### config.mk
export PLATFORM = sky130hd
export DESIGN_NAME = branch_resolve_flat
export DESIGN_NICKNAME = d
export VERILOG_FILES = /design/src/rtl/branch_resolve_pkg.sv /design/src/rtl/branch_resolve_if.sv /design/src/rtl/branch_resolve_checker.sv /design/src/rtl/branch_resolve_flag_file.sv /design/src/rtl/branch_resolve.sv /design/src/flat_wrapper.sv
export SDC_FILE = /design/constraint.sdc
export NUM_CORES = 1
export LEC_CHECK = 0
export BUFFER_PORTS_ARGS = -buffer_cell sky130_fd_sc_hd__buf_2
export CORE_MARGIN = 4
export CORE_UTILIZATION = 41
export CTS_CLUSTER_SIZE = 8
export DETAILED_ROUTE_END_ITERATION = 8
export GPL_TIMING_DRIVEN = 0
export PLACE_DENSITY = 0.69
export SLEW_MARGIN = 30
export SYNTH_ARGS = -nofsm -noshare
export SYNTH_HDL_FRONTEND = slang
export SYNTH_SLANG_ARGS = --single-unit
export TNS_END_PERCENT = 1
### constraint.sdc
create_clock -name clk -period 3.9 [get_ports clk]
set_input_delay 0.195 -clock clk [delete_from_list [all_inputs] [get_ports clk]]
set_output_delay 0.195 -clock clk [all_outputs]
set_load 0.01 [all_outputs]
### src/rtl/branch_resolve_pkg.sv
// Shared definitions for the branch-resolution slice: condition codes, FSM
// encodings, flag bit positions and the condition evaluator.
package branch_resolve_pkg;

    localparam int DATA_WIDTH = 32;
    localparam int ADDR_WIDTH = 16;

    localparam int FLAG_Z = 0;
    localparam int FLAG_L = 1;
    localparam int FLAG_G = 2;

    typedef enum logic [2:0] {
        BR_COND_ALWAYS = 3'd0,
        BR_COND_EQ     = 3'd1,
        BR_COND_NE     = 3'd2,
        BR_COND_LT     = 3'd3,
        BR_COND_LE     = 3'd4,
        BR_COND_GT     = 3'd5,
        BR_COND_GE     = 3'd6,
        BR_COND_NEVER  = 3'd7
    } br_cond_e;

    typedef enum logic [1:0] {
        ST_IDLE       = 2'd0,
        ST_WAIT_FLAGS = 2'd1,
        ST_RESOLVE    = 2'd2
    } br_state_e;

    // Greater is not taken from the ALU; it is implied by neither zero nor less.
    function automatic logic [2:0] make_flags(input logic z, input logic l);
        logic [2:0] f;
        f         = 3'b000;
        f[FLAG_Z] = z;
        f[FLAG_L] = l;
        f[FLAG_G] = ~z & ~l;
        return f;
    endfunction

    function automatic logic cond_taken(input logic [2:0] cond, input logic [2:0] fl);
        logic t;
        case (cond)
            BR_COND_ALWAYS: t = 1'b1;
            BR_COND_EQ:     t = fl[FLAG_Z];
            BR_COND_NE:     t = ~fl[FLAG_Z];
            BR_COND_LT:     t = fl[FLAG_L];
            BR_COND_LE:     t = fl[FLAG_L] | fl[FLAG_Z];
            BR_COND_GT:     t = fl[FLAG_G];
            BR_COND_GE:     t = ~fl[FLAG_L];
            BR_COND_NEVER:  t = 1'b0;
            default:        t = 1'b0;
        endcase
        return t;
    endfunction

endpackage

### src/rtl/branch_resolve_if.sv
// Pipeline-side bundle of the branch-resolution unit: compare tracking, ALU
// flags, branch request handshake and the resolution result.
interface branch_resolve_if #(
    parameter int ADDR_WIDTH = 16
);
    logic                  cmp_issue;
    logic                  cmp_stall;
    logic                  flag_wr_en;
    logic                  zero;
    logic                  less;
    logic                  br_valid;
    logic                  br_ready;
    logic [2:0]            br_cond;
    logic [ADDR_WIDTH-1:0] br_pc;
    logic [ADDR_WIDTH-1:0] br_target;
    logic                  flush;
    logic                  resolve_valid;
    logic                  taken;
    logic [ADDR_WIDTH-1:0] redirect_pc;
    logic [2:0]            flags;

    modport master (
        output cmp_issue, flag_wr_en, zero, less,
        output br_valid, br_cond, br_pc, br_target, flush,
        input  cmp_stall, br_ready, resolve_valid, taken, redirect_pc, flags
    );

    modport slave (
        input  cmp_issue, flag_wr_en, zero, less,
        input  br_valid, br_cond, br_pc, br_target, flush,
        output cmp_stall, br_ready, resolve_valid, taken, redirect_pc, flags
    );
endinterface

### src/rtl/branch_resolve_checker.sv
// Protocol and output-shape properties for the branch-resolution unit.
module branch_resolve_checker (
    input logic       clk,
    input logic       reset,
    input logic       cmp_issue,
    input logic       flag_wr_en,
    input logic [1:0] count,
    input logic       resolve_valid
);

    // Issuing a compare into a full counter would be lost; a same-cycle write keeps it balanced.
    a_no_issue_when_full: assert property (@(posedge clk) disable iff (reset)
        !(cmp_issue && !flag_wr_en && (count == 2'd3)));

    a_resolve_single_pulse: assert property (@(posedge clk) disable iff (reset)
        resolve_valid |=> !resolve_valid);

endmodule

### src/rtl/branch_resolve_flag_file.sv
// Condition-flag register and outstanding-compare counter. Exposes next-cycle
// values so the FSM can resolve against flags written on the same edge.
module branch_resolve_flag_file
    import branch_resolve_pkg::*;
(
    input  logic       clk,
    input  logic       reset,
    input  logic       cmp_issue,
    input  logic       flag_wr_en,
    input  logic       zero,
    input  logic       less,
    output logic [2:0] flags,
    output logic [2:0] flags_next,
    output logic [1:0] count,
    output logic [1:0] count_next,
    output logic       cmp_stall
);

    logic [2:0] flags_r;
    logic [2:0] flags_next_s;
    logic [1:0] count_r;
    logic [1:0] count_next_s;
    logic       stall_r;

    // Next flag value and saturating compare count (issue and write together cancel).
    always_comb begin
        flags_next_s = flags_r;
        count_next_s = count_r;
        if (flag_wr_en) begin
            flags_next_s = make_flags(zero, less);
        end else begin
            flags_next_s = flags_r;
        end
        case ({cmp_issue, flag_wr_en})
            2'b10:   count_next_s = (count_r == 2'd3) ? count_r : count_r + 2'd1;
            2'b01:   count_next_s = (count_r == 2'd0) ? count_r : count_r - 2'd1;
            default: count_next_s = count_r;
        endcase
    end

    // Flag, counter and stall registers.
    always_ff @(posedge clk or posedge reset) begin
        if (reset) begin
            flags_r <= 3'b100;
            count_r <= 2'd0;
            stall_r <= 1'b0;
        end else begin
            flags_r <= flags_next_s;
            count_r <= count_next_s;
            stall_r <= (count_next_s == 2'd3);
        end
    end

    assign flags      = flags_r;
    assign flags_next = flags_next_s;
    assign count      = count_r;
    assign count_next = count_next_s;
    assign cmp_stall  = stall_r;

endmodule

### src/rtl/branch_resolve.sv
// Branch-resolution top: accepts one branch at a time, waits for older
// compares to write flags, then reports taken and the redirect PC.
module branch_resolve
    import branch_resolve_pkg::*;
#(
    parameter int ADDR_WIDTH = 16
) (
    input logic             clk,
    input logic             reset,
    branch_resolve_if.slave bus
);

    logic [2:0]            flags_s;
    logic [2:0]            flags_next_s;
    logic [1:0]            count_s;
    logic [1:0]            count_next_s;
    logic                  cmp_stall_s;

    br_state_e             state_r;
    br_state_e             state_next_s;
    logic                  latch_s;
    logic                  fire_s;
    logic [2:0]            cond_r;
    logic [ADDR_WIDTH-1:0] pc_r;
    logic [ADDR_WIDTH-1:0] target_r;
    logic [2:0]            cond_sel_s;
    logic [ADDR_WIDTH-1:0] pc_sel_s;
    logic [ADDR_WIDTH-1:0] target_sel_s;
    logic                  taken_s;
    logic [ADDR_WIDTH-1:0] redirect_s;
    logic                  resolve_valid_r;
    logic                  taken_r;
    logic [ADDR_WIDTH-1:0] redirect_pc_r;

    branch_resolve_flag_file u_flag_file (
        .clk        (clk),
        .reset      (reset),
        .cmp_issue  (bus.cmp_issue),
        .flag_wr_en (bus.flag_wr_en),
        .zero       (bus.zero),
        .less       (bus.less),
        .flags      (flags_s),
        .flags_next (flags_next_s),
        .count      (count_s),
        .count_next (count_next_s),
        .cmp_stall  (cmp_stall_s)
    );

    branch_resolve_checker u_checker (
        .clk           (clk),
        .reset         (reset),
        .cmp_issue     (bus.cmp_issue),
        .flag_wr_en    (bus.flag_wr_en),
        .count         (count_s),
        .resolve_valid (resolve_valid_r)
    );

    // Next state; fire_s marks the edge entering RESOLVE, where the result registers load.
    always_comb begin
        state_next_s = state_r;
        latch_s      = 1'b0;
        fire_s       = 1'b0;
        case (state_r)
            ST_IDLE: begin
                if (bus.br_valid && !bus.flush) begin
                    latch_s = 1'b1;
                    if ((bus.br_cond == BR_COND_ALWAYS) || (bus.br_cond == BR_COND_NEVER) ||
                        (count_next_s == 2'd0)) begin
                        state_next_s = ST_RESOLVE;
                        fire_s       = 1'b1;
                    end else begin
                        state_next_s = ST_WAIT_FLAGS;
                    end
                end else begin
                    state_next_s = ST_IDLE;
                end
            end
            ST_WAIT_FLAGS: begin
                if (bus.flush) begin
                    state_next_s = ST_IDLE;
                end else if (count_next_s == 2'd0) begin
                    state_next_s = ST_RESOLVE;
                    fire_s       = 1'b1;
                end else begin
                    state_next_s = ST_WAIT_FLAGS;
                end
            end
            ST_RESOLVE: state_next_s = ST_IDLE;
            default:    state_next_s = ST_IDLE;
        endcase
    end

    // Evaluate against the flags as they stand after this edge's write.
    always_comb begin
        cond_sel_s   = latch_s ? bus.br_cond   : cond_r;
        pc_sel_s     = latch_s ? bus.br_pc     : pc_r;
        target_sel_s = latch_s ? bus.br_target : target_r;
        taken_s      = cond_taken(cond_sel_s, flags_next_s);
        redirect_s   = taken_s ? target_sel_s
                               : pc_sel_s + {{(ADDR_WIDTH-1){1'b0}}, 1'b1};
    end

    // FSM state register.
    always_ff @(posedge clk or posedge reset) begin
        if (reset) begin
            state_r <= ST_IDLE;
        end else begin
            state_r <= state_next_s;
        end
    end

    // Branch request capture.
    always_ff @(posedge clk or posedge reset) begin
        if (reset) begin
            cond_r   <= 3'd0;
            pc_r     <= {ADDR_WIDTH{1'b0}};
            target_r <= {ADDR_WIDTH{1'b0}};
        end else if (latch_s) begin
            cond_r   <= bus.br_cond;
            pc_r     <= bus.br_pc;
            target_r <= bus.br_target;
        end
    end

    // Result registers: one-cycle valid pulse; taken and redirect hold between pulses.
    always_ff @(posedge clk or posedge reset) begin
        if (reset) begin
            resolve_valid_r <= 1'b0;
            taken_r         <= 1'b0;
            redirect_pc_r   <= {ADDR_WIDTH{1'b0}};
        end else begin
            resolve_valid_r <= fire_s;
            if (fire_s) begin
                taken_r       <= taken_s;
                redirect_pc_r <= redirect_s;
            end
        end
    end

    assign bus.br_ready      = (state_r == ST_IDLE);
    assign bus.cmp_stall     = cmp_stall_s;
    assign bus.resolve_valid = resolve_valid_r;
    assign bus.taken         = taken_r;
    assign bus.redirect_pc   = redirect_pc_r;
    assign bus.flags         = flags_s;

endmodule

### src/flat_wrapper.sv
// flat-port wrapper written by rule: the top's interface ports become plain ports
module branch_resolve_flat import branch_resolve_pkg::*;
#(
    parameter int ADDR_WIDTH = 16
)
  (clk, reset, bus_cmp_issue, bus_flag_wr_en, bus_zero, bus_less, bus_br_valid, bus_br_cond, bus_br_pc, bus_br_target, bus_flush, bus_cmp_stall, bus_br_ready, bus_resolve_valid, bus_taken, bus_redirect_pc, bus_flags);
  branch_resolve_if #(.ADDR_WIDTH(ADDR_WIDTH)) bus_i ();
  input logic clk;
  input logic reset;
  input wire logic [$bits(bus_i.cmp_issue)-1:0] bus_cmp_issue;
  input wire logic [$bits(bus_i.flag_wr_en)-1:0] bus_flag_wr_en;
  input wire logic [$bits(bus_i.zero)-1:0] bus_zero;
  input wire logic [$bits(bus_i.less)-1:0] bus_less;
  input wire logic [$bits(bus_i.br_valid)-1:0] bus_br_valid;
  input wire logic [$bits(bus_i.br_cond)-1:0] bus_br_cond;
  input wire logic [$bits(bus_i.br_pc)-1:0] bus_br_pc;
  input wire logic [$bits(bus_i.br_target)-1:0] bus_br_target;
  input wire logic [$bits(bus_i.flush)-1:0] bus_flush;
  output wire logic [$bits(bus_i.cmp_stall)-1:0] bus_cmp_stall;
  output wire logic [$bits(bus_i.br_ready)-1:0] bus_br_ready;
  output wire logic [$bits(bus_i.resolve_valid)-1:0] bus_resolve_valid;
  output wire logic [$bits(bus_i.taken)-1:0] bus_taken;
  output wire logic [$bits(bus_i.redirect_pc)-1:0] bus_redirect_pc;
  output wire logic [$bits(bus_i.flags)-1:0] bus_flags;
  assign bus_i.cmp_issue = bus_cmp_issue;
  assign bus_i.flag_wr_en = bus_flag_wr_en;
  assign bus_i.zero = bus_zero;
  assign bus_i.less = bus_less;
  assign bus_i.br_valid = bus_br_valid;
  assign bus_i.br_cond = bus_br_cond;
  assign bus_i.br_pc = bus_br_pc;
  assign bus_i.br_target = bus_br_target;
  assign bus_i.flush = bus_flush;
  assign bus_cmp_stall = bus_i.cmp_stall;
  assign bus_br_ready = bus_i.br_ready;
  assign bus_resolve_valid = bus_i.resolve_valid;
  assign bus_taken = bus_i.taken;
  assign bus_redirect_pc = bus_i.redirect_pc;
  assign bus_flags = bus_i.flags;
  branch_resolve #(.ADDR_WIDTH(ADDR_WIDTH)) u_core (.clk(clk), .reset(reset), .bus(bus_i));
endmodule
# ---- Yosys cells after proc, flatten, opt, wreduce, memory -nomap -nowiden
# Cells that the tools add are included.
dict set report word_totals {
  ff_bits 61
  input_bits 43
  output_inout_bits 23
  word_cells 62
}
dict set report classes {
  add_sub_neg 3
  n_eq_ne 13
  n_mux 21
  bitwise 6
  reduce_logical 9
}
# op count
set op_table {}
lappend op_table {{16-bit 2-to-1 mux} 3}
lappend op_table {{16-bit by 1-bit adder with 16-bit output, second input constant} 1}
lappend op_table {{3-bit == test, second input constant} 5}
lappend op_table {{2-bit 2-to-1 mux} 6}
lappend op_table {{1-bit one-hot mux with 8 select lines} 1}
lappend op_table {{2-bit one-hot mux with 2 select lines} 2}
lappend op_table {{2-bit == test, second input constant} 3}
lappend op_table {{3-bit by 2-bit == test with 1-bit output, second input constant} 2}
lappend op_table {{2-bit zero test} 3}
lappend op_table {{3-bit zero test} 2}
lappend op_table {{1-bit 2-to-1 mux} 6}
lappend op_table {{3-bit 2-to-1 mux} 2}
lappend op_table {{2-bit by 1-bit == test with 1-bit output, second input constant} 2}
lappend op_table {{1-bit NOT} 4}
lappend op_table {{3-bit by 1-bit == test with 1-bit output, second input constant} 1}
lappend op_table {{2-bit by 1-bit adder with 2-bit output, second input constant} 1}
lappend op_table {{1-bit logical OR} 2}
lappend op_table {{1-bit one-hot mux with 2 select lines} 1}
lappend op_table {{2-bit by 1-bit subtractor with 2-bit output, second input constant} 1}
lappend op_table {{1-bit bitwise AND} 1}
lappend op_table {{1-bit logical AND} 1}
lappend op_table {{1-bit zero test} 1}
lappend op_table {{1-bit bitwise OR} 1}

# ---- Logic depth before layout (Yosys ltp)
# Gate-level depths: netlist (run 1).
dict set report logic_depth {
  ltp_word 8
  mapped_depth 13
  mapped_depth_nobuf 9
}

# ---- Cells and area by module
# From an unflattened synthesis (run 1), not the netlist that was laid out.
dict set report unflattened {
  hier_cells 353
  hier_area_um2 3159.3
}
# mod instances cells_per_inst area_per_inst_um2 seq_area_each_um2
set modules_own_cells {}
lappend modules_own_cells {branch_resolve 1 327 2876.5 1351.3}
lappend modules_own_cells {branch_resolve_flag_file 1 26 282.8 151.4}

# ---- Worst setup path before layout (run 1)
# OpenSTA, ideal clock, no wires.
dict set report synth_path {
  kind {register -> register}
  from {register, netlist name u_core.bus.resolve_valid}
  to {register u_core.redirect_pc_r[14] (netlist: u_core.bus.redirect_pc[14])}
  setup_ps 80
  arrival_time_ps 2952
  required_time_ps 3820
  path_slack_ps 868
  stages_incl_launch_ff 13
  n_path_buf 3
  synth_period_minus_slack_ps 3032
  path_cell_list {dfrtp_1 -> nor4b_4 -> clkbuf_1 -> clkbuf_1 -> buf_2 -> nand2_1 -> nand2_1 -> ha_1 -> o21ai_1 -> a211oi_1 -> xnor2_1 -> or3_1 -> o211ai_2}
}
# item line_no
set synth_rtl {}
lappend synth_rtl {{end signal, assigned} branch_resolve.sv:130} ;# redirect_pc_r <= {ADDR_WIDTH{1'b0}};
lappend synth_rtl {{end signal, assigned} branch_resolve.sv:135} ;# redirect_pc_r <= redirect_s;
lappend synth_rtl {{end, declared} branch_resolve.sv:33} ;# logic [ADDR_WIDTH-1:0] redirect_pc_r;

==> summary.txt, run 1 <==
Post-synth EDFFs - 0
Core Box Area - 7210 um2
Drt first-iter violations - 125
Drt total wl - 7710 um
DR DRC count - 0
Status - finished clean
Post-synthesis xor/xnor area fraction - 0.0319
Post-Synth Simple-Gate Area - 0.233
Mapped Cells - 324
TritonCTS Buffers - 9
CTS H-Tree Depth - 3
Pwr Total - 2.19 mW
Die Area - 8810 um2
Slew @ Worst Pin - 0.820 ns
Vias - 2597
Max cap viols - 0
Yosys top cell area share - 0.489
Mux share of post-synthesis cell area - 0.0791
Post-synth top flop - dfrtp_1
Wire length per cell - 15.1 um
Critical Path RT - 4.17 ns
Achievable Freq - 286 MHz
IO Count - 66
Worst EP arrival - 3.76 ns
Chip width - 93.8 um
Final Hold Fails - 0
Synthesized cell area - 3020 um2
Hpwl dp - 5650 um
Hold WS - 0.0398 ns
Initial Util - 0.419
Setup TNS - 0 ns
CTS sink cnt - 60
Antenna-violating nets left - 0
Crit share post-route - 0.895
Antenna violations before repair - 0
Commonest non-fill, non-tap cell in the layout - nand2_1
RSZ-0062 raised after global routing - no
Clock Path Buffers - 2
Post-route setup slack - 0.409 ns
Number of max-slew violations in the final report - 0
FF+latch count, synth - 60
Vias in the first global route - 2656
Syn Nets - 370
Port bufs - 65
First-pass DRT Iterations - 4
Largest area contributor in the netlist - dfrtp_1
Min Tclk post-route - 3.49 ns
Sequential area share after synthesis - 0.497
CTS tree - yes
Compound-Gate Fraction of Synth Area - 0.101
Adder-cell share of the synthesized area - 0.0124
Die Ht - 93.8 um
Setup slack at placement - 0.0545 ns
FP Rows - 31
Clock-pin slew on the worst setup and hold paths - 0.07 ns
RePlAce Congestion - 0.848
Worst min path class - in -> reg
Max VDD drop - 0.336 mV
Largest family of logic cells by synthesized area - simple AND/OR/NAND/NOR gates
Skew final - 0.0119 ns
Max-slew headroom - 0.453
Ant. Diodes - 0
Mean Syn Cell Area - 9.33 um2
Synth-to-layout area growth - 24.8%
Pwr Density - 581 nW/um2
Leakage - 1.90 nW
Clk_lat worst skew - 0.34 ns
Top cells by area, synth - dfrtp_1 (49%), nand2_1 (13%), mux2i_1 (5.3%)
Most frequent cells in the layout - nand2_1 (106), buf_2 (69), dfrtp_1 (59), mux2i_1 (16)
Netlist cell types - 49
Crit end category - flop
DR vias/cell - 5.08
GR Util All Layers - 0.187
First-pass GRT wire length - 12800 um
Share of cells above drive strength 1 - 0.265
Kind of critical path - reg -> reg
Endpoints failing setup - 0
Startpoint type of the worst setup path - flop
Asr flop ratio synth - 1.00
GRT overflow - 0
CTS Root Cell - clkbuf_8
Largest net degree at the start of global routing - 41
# nets final - 453
Yosys warns - 0
Crit-path max FO - 10
## path summary, 6_finish.rpt
kind                                          start                      endpoint  slack (ns)  cells past startpoint
max                        u_core.bus.resolve_valid    u_core.bus.redirect_pc[14]        0.41                     13
min                                        bus_zero   u_core.u_flag_file.flags[2]        0.04                      2
max reg2reg                u_core.bus.resolve_valid    u_core.bus.redirect_pc[14]        0.41                     13
min reg2reg                      u_core.target_r[3]            u_core.target_r[3]        0.47                      2
max in group asynchronous                     reset                u_core.pc_r[4]        3.04                      4
min in group asynchronous                     reset  u_core.u_flag_file.cmp_stall        0.35                      3
## worst max-delay path, stage by stage (launching register included)
cell and delay [ns]:
dfrtp_1 0.46, or4b_1 0.17, buf_6 0.13, buf_2 0.23, buf_1 0.43, clkbuf_1 0.46, nand2_1 0.10, nand2_1 0.15
ha_1 0.27, o21ai_1 0.19, a211oi_1 0.29, xnor2_1 0.11, or3_1 0.35, o211ai_2 0.09
## routing by layer
| layer | track usage | vias up | part of all wire |
|---|---|---|---|
| met5 | 0 | - | 0 |
| met3 | 0.0313 | 9 | 0.058 |
| met4 | 0.0758 | 0 | 0.012 |
| met1 | 0.243 | 1230 | 0.46 |
| li1 | - | 1271 | - |
| met2 | 0.310 | 87 | 0.47 |
## cells by family after synthesis
kind of cell,after synthesis
multiplexers,21
adder cells (fa/ha/maj),3
flip-flops,60
AND/OR/NAND/NOR,158
buffers and inverters,29
XOR/XNOR,11
AO/OA/AOI/OAI,42
## cell type report
type | count | area, um2
plain buffers | 14 | 81.3
clock buffers | 13 | 159
clock inverters | 3 | 68.8
inverters | 15 | 58.8
multi-input cells | 235 | 1380
flip-flops and latches | 60 | 1500
fillers | 721 | 3440
well taps | 99 | 124
repair buffers | 72 | 393
## metrics by stage
stage / cells / instance area (um2) / util
4_1_cts: 506 / 3730 / 0.517
5_1_grt: 511 / 3770 / 0.523
6_report: 511 / 3770 / 0.523
3_5_place_dp: 489 / 3490 / 0.484
3_3_place_gp: 488 / 3470 / 0.481
2_1_floorplan: 324 / 3020 / -
## power by group
part,total [mW],leakage (nW),switching [mW],internal (mW)
Sequential,0.885,0.746,0.0941,0.791
Combinational,0.662,1.04,0.373,0.289
Clock,0.644,0.114,0.248,0.397
Total,2.19,1.90,0.715,1.48
## what timing repair did
| action | in CTS | in global routing |
|---|---|---|
| endpoints found under the hold margin | 19 | 0 |
| setup buffers | 0 | 5 |
| hold buffers | 1 | 0 |
| gates resized for setup | 0 | 2 |
| setup endpoints to repair | 0 | 3 |
## cells in the mapped netlist, drive strengths merged (2+ instances only)
cell / instances
nor2: 11
and3: 2
and2: 2
o211ai: 3
nor3: 13
ha: 3
a31oi: 4
dfrtp: 59
a21oi: 4
inv: 15
a21o: 2
a211oi: 2
mux2: 3
o31ai: 2
buf: 8
mux2i: 18
o22ai: 3
nand2: 106
o211a: 2
o21ai: 13
nand3: 7
or3: 3
a221o: 2
clkbuf: 6
xnor2: 10
nand4: 6
## registers in the layout, summed over array words and instances (netlist names), 2 cells and up
| name | cells |
|---|---|
| u_core.target_r | 16 |
| u_core.cond_r | 3 |
| u_core.u_flag_file.flags | 3 |
| u_core.pc_r | 16 |
| u_core.u_flag_file.count | 2 |
| u_core.bus.redirect_pc | 16 |
No activity file was read; power rests on OpenSTA's default activity.
==> run 2, diff against run 1 <==
Settings changed: PLACE_DENSITY 0.69 to unset.
==> summary.txt, run 2 (synthesized netlist as in run 1, its figures left out) <==
Hpwl dp - 5680 um (+0.53%)
RSZ-0062 raised after global routing - no
Wire length per cell - 14.9 um (-1.2%)
Initial Util - 0.419 (unchanged)
CTS tree - yes
DR DRC count - 0 (unchanged)
CTS H-Tree Depth - 3 (unchanged)
Port bufs - 65 (unchanged)
Crit-path max FO - 10 (unchanged)
Crit-path cells - or4b_1 -> buf_6 -> buf_2 -> buf_1 -> clkbuf_1 -> nand2_1 -> nand2_1 -> ha_1 -> o21ai_1 -> a211oi_1 -> xnor2_1 -> or3_1 -> o211ai_2
IO Count - 66 (unchanged)
Share of cells above drive strength 1 - 0.265 (unchanged)
Number of max-slew violations in the final report - 0 (unchanged)
Core Util, Final - 0.523 (unchanged)
Achievable Freq - 286 MHz (about the same)
Endpoints failing setup - 0 (unchanged)
Max cap viols - 0 (unchanged)
RePlAce Congestion - 0.876 (+3.3%)
Synth-to-layout area growth - 24.8% (unchanged)
FP Rows - 31 (unchanged)
GR Util All Layers - 0.184 (-0.00285)
Drt total wl - 7620 um (-1.2%)
Max-slew headroom - 0.463 (+0.00920)
Min Tclk post-route - 3.49 ns (+0.00207 ns)
# nets final - 453 (unchanged)
TritonCTS Buffers - 9 (unchanged)
Drt first-iter violations - 88 (-30%)
CTS sink cnt - 60 (unchanged)
Worst min path class - in -> reg
Critical Path RT - 4.16 ns (about the same)
DR vias/cell - 5.01 (-1.5%)
Ant. Diodes - 0 (unchanged)
Core Box Area - 7210 um2 (unchanged)
CTS Root Cell - clkbuf_8
Startpoint type of the worst setup path - flop
Clock Path Buffers - 2 (unchanged)
Skew final - 0.0104 ns (-0.00154 ns)
Antenna-violating nets left - 0 (unchanged)
Crit share post-route - 0.896 (about the same)
Largest net degree at the start of global routing - 35 (-15%)
Kind of critical path - reg -> reg
Commonest non-fill, non-tap cell in the layout - nand2_1
Max VDD drop - 0.342 mV (+1.9%)
Leakage - 1.90 nW (unchanged)
Slew @ Worst Pin - 0.806 ns (-0.0138 ns)
Final Hold Fails - 0 (unchanged)
Clock-pin slew on the worst setup and hold paths - 0.07 ns (about the same)
Worst path max stage delay - 0.46 ns (about the same)
Die Ht - 93.8 um (unchanged)
Pwr Density - 580 nW/um2 (-0.22%)
First-pass GRT wire length - 12500 um (-2.1%)
CP bufs+invs - 4 (unchanged)
Slowest-stage cell, CP - clkbuf_1
Chip width - 93.8 um (unchanged)
Die Area - 8810 um2 (unchanged)
CP top delay family - buffers and inverters
GRT overflow - 0 (unchanged)
Antenna violations before repair - 0 (unchanged)
Most used cell, CP - nand2_1
Vias - 2559 (-1.5%)
Most frequent cells in the layout - nand2_1 (106), buf_2 (69), dfrtp_1 (59), mux2i_1 (16)
Setup TNS - 0 ns (unchanged)
First-pass DRT Iterations - 4 (unchanged)
Crit end category - flop
Worst EP arrival - 3.75 ns (about the same)
Status - finished clean
Vias in the first global route - 2592 (-2.4%)
Clk_lat worst skew - 0.34 ns (about the same)
[run 2: path summary, 6_finish.rpt]
kind | cells after the start | from | end | slack [ns]
max reg2reg | 13 | u_core.bus.resolve_valid | u_core.bus.redirect_pc[14] | 0.41
min in group asynchronous | 3 | reset | u_core.target_r[13] | 0.39
min | 2 | bus_zero | u_core.u_flag_file.flags[2] | 0.04
max | 13 | u_core.bus.resolve_valid | u_core.bus.redirect_pc[14] | 0.41
min reg2reg | 2 | u_core.target_r[3] | u_core.target_r[3] | 0.47
max in group asynchronous | 4 | reset | u_core.u_flag_file.flags[2] | 2.94
[run 2: timing repair]
item,CTS,global route
endpoints found under the hold margin,26,0
setup endpoints to repair,0,3
hold buffers,1,0
gates resized for setup,0,2
setup buffers,0,5
[run 2: area by class of cell]
cell class              instances  area, um2
fillers                       701       3440
flip-flops and latches         60       1500
multi-input cells             235       1380
repair buffers                 72        393
clock buffers                  13        159
well taps                      99        124
plain buffers                  14       81.3
clock inverters                 3       68.8
inverters                      15       58.8
[run 2: where the power goes]
| part | switching [mW] | total (mW) | internal, mW |
|---|---|---|---|
| clock network | 0.243 | 0.640 | 0.397 |
| registers | 0.0926 | 0.884 | 0.791 |
| logic | 0.374 | 0.663 | 0.289 |
[run 2: routing by layer]
layer / GRT usage / share of wire / up-vias
met3: 0.0337 / 0.049 / 11
met5: 0 / 0 / -
met2: 0.306 / 0.48 / 73
li1: - / - / 1264
met4: 0.0674 / 0.018 / 0
met1: 0.240 / 0.45 / 1211
[run 2: through the flow]
step	total power [mW]	worst slack, ns	cell area, um2	hold WS [ns]	cells
global placement	1.54	0.0553	3470	0.383	488
floorplan	1.32	0.868	3020	0.263	324
finish	2.19	0.407	3770	0.0390	511
detailed placement	1.56	0.0606	3490	0.209	489
global route	2.33	0.0589	3770	0.0533	511
CTS	2.20	0.0441	3730	0.0320	506
==> run 3, diff against run 2 <==
Settings changed: CAP_MARGIN set to 15.
Clock period 3.9 ns to 4.1 ns, I/O delays scaled along.
==> summary.txt, run 3 (synthesized netlist as in run 1, its figures left out) <==
Largest net degree at the start of global routing - 35 (unchanged)
Worst EP arrival - 3.93 ns (+0.18 ns)
Share of cells above drive strength 1 - 0.256 (-0.00903)
RSZ-0062 raised after global routing - no
CTS tree - yes
Initial Util - 0.419 (unchanged)
Wire length per cell - 14.9 um (about the same)
Reg power frac - 0.405 (about the same)
Final Hold Fails - 0 (unchanged)
GRT met2 Usage - 0.306 (unchanged)
Hpwl dp - 5680 um (unchanged)
Clock Path Buffers - 2 (unchanged)
CTS sink cnt - 60 (unchanged)
DR DRC count - 0 (unchanged)
Ant. Diodes - 0 (unchanged)
Met1 GRT Util - 0.240 (unchanged)
Area taken by flip-flops and latches - 1500 um2 (unchanged)
Clock group share of total power - 0.293 (about the same)
Min Tclk post-route - 3.68 ns (+0.185 ns)
First-pass GRT wire length - 12500 um (unchanged)
Worst min path class - in -> reg
Crit-path max FO - 10 (unchanged)
Crit end category - flop
Leakage - 1.88 nW (-1.4%)
Antenna-violating nets left - 0 (unchanged)
Endpoints failing setup - 0 (unchanged)
DR vias/cell - 4.98 (-0.59%)
FP Rows - 31 (unchanged)
Hold WS - 0.0525 ns (+0.0135 ns)
Routing usage on met3 - 0.0337 (unchanged)
Max VDD drop - 0.327 mV (-4.6%)
Internal power - 1.40 mW (-5.2%)
Skew final - 0.00975 ns (-0.000656 ns)
TritonCTS Buffers - 9 (unchanged)
Port bufs - 65 (unchanged)
Achievable Freq - 272 MHz (-5.0%)
Kind of critical path - reg -> reg
Reg-to-Reg Start - u_core.state_r[0]
Antenna violations before repair - 0 (unchanged)
Clk_lat worst skew - 0.33 ns (about the same)
Setup TNS - 0 ns (unchanged)
Status - finished clean
Startpoint type of the worst setup path - flop
# nets final - 448 (-1.1%)
GR Util All Layers - 0.184 (unchanged)
# fillers - 706 (+0.71%)
Vias - 2519 (-1.6%)
Vias in the first global route - 2592 (unchanged)
Commonest non-fill, non-tap cell in the layout - nand2_1
Most frequent cells in the layout - nand2_1 (106), buf_2 (69), dfrtp_1 (59), mux2i_1 (16)
Chip width - 93.8 um (unchanged)
Synth-to-layout area growth - 23.5%
GRT overflow - 0 (unchanged)
Pwr Density - 555 nW/um2 (-4.3%)
RePlAce Congestion - 0.876 (unchanged)
Drt total wl - 7550 um (-0.91%)
Critical Path RT - 4.36 ns (+0.20 ns)
Core Box Area - 7210 um2 (unchanged)
Die Ht - 93.8 um (unchanged)
Area taken by multi-input logic gates - 1380 um2 (unchanged)
Net Sw Frac - 0.325 (about the same)
Die Area - 8810 um2 (unchanged)
Gr busiest metal - met2
Psw - 0.673 mW (-5.3%)
Drt first-iter violations - 105 (+19%)
IO Count - 66 (unchanged)
First-pass DRT Iterations - 4 (unchanged)
Number of max-slew violations in the final report - 0 (unchanged)
Slew @ Worst Pin - 0.811 ns (+0.00524 ns)
Setup bufs post-CTS - 0 (unchanged)
CTS H-Tree Depth - 3 (unchanged)
Crit share post-route - 0.897 (+0.00148)
Hold Crit Start - bus_zero
CTS Root Cell - clkbuf_8
Max cap viols - 0 (unchanged)
Combinational share of power - 0.302 (about the same)
Setup crit start - u_core.state_r[0]
Clock-pin slew on the worst setup and hold paths - 0.07 ns (about the same)
Max-slew headroom - 0.459 (-0.00349)
run 3: cell count changes in the layout (fill, tap and decap cells not counted):
cell,before,now
buf_4,5,0
run 3: layout make-up:
class,count,share of cell area
Tap cell,99,0.0332
Clock inverter,3,0.0184
Sequential cell,60,0.403
Clock buffer,13,0.0426
Timing Repair Buffer,67,0.0952
Inverter,15,0.0158
Multi-Input combinational cell,235,0.370
Buffer,14,0.0218
run 3: worst max-delay path, cell delays in order, from the launching register on:
cell	delay [ns]
dfrtp_1	0.43
nor4b_4	0.58
clkbuf_2	0.37
clkbuf_1	0.41
buf_2	0.31
nand2_1	0.08
nand2_1	0.13
ha_1	0.27
o21ai_1	0.19
a211oi_1	0.30
xnor2_1	0.09
or3_1	0.35
o211ai_2	0.09
run 3: timing repair:
item,CTS,global route
endpoints found under the hold margin,26,0
resized for setup,0,2
setup endpoints to repair,0,2
hold buffers,1,0
run 3: stage by stage:
stage          cell area, um2  power (mW)   util  std cells  setup slack (ns)
6_report                 3730        2.07  0.517        506             0.422
5_1_grt                  3730        2.21  0.517        506             0.100
3_5_place_dp             3490        1.48  0.484        489             0.261
3_3_place_gp             3470        1.47  0.481        488             0.255
2_1_floorplan            3020        1.25      -        324              1.07
4_1_cts                  3730        2.10  0.517        506             0.244
run 3: power by group through the flow:
| stage | Clock (mW) | Sequential (mW) | Combinational, mW |
|---|---|---|---|
| 6_report | 0.608 | 0.840 | 0.625 |
| 5_1_grt | 0.645 | 0.861 | 0.704 |
| 3_5_place_dp | 0 | 0.850 | 0.633 |
| 3_3_place_gp | 0 | 0.848 | 0.619 |
| 2_1_floorplan | 0 | 0.876 | 0.375 |
| 4_1_cts | 0.617 | 0.843 | 0.637 |
run 3: path summary, 6_finish.rpt:
kind                                                to  slack (ns)  cells after the start
hold reg to reg                     u_core.target_r[3]        0.47                      2
min in group asynchronous          u_core.target_r[13]        0.40                      3
hold / removal             u_core.u_flag_file.flags[2]        0.05                      2
max in group asynchronous  u_core.u_flag_file.flags[2]        3.12                      4
setup / recovery            u_core.bus.redirect_pc[14]        0.42                     12
setup reg to reg            u_core.bus.redirect_pc[14]        0.42                     12
run 3: per-layer routing:
layer	vias up	wire length (um)
met5	-	0
li1	1255	-
met2	64	3640
met1	1190	3450
met4	0	119
met3	10	335
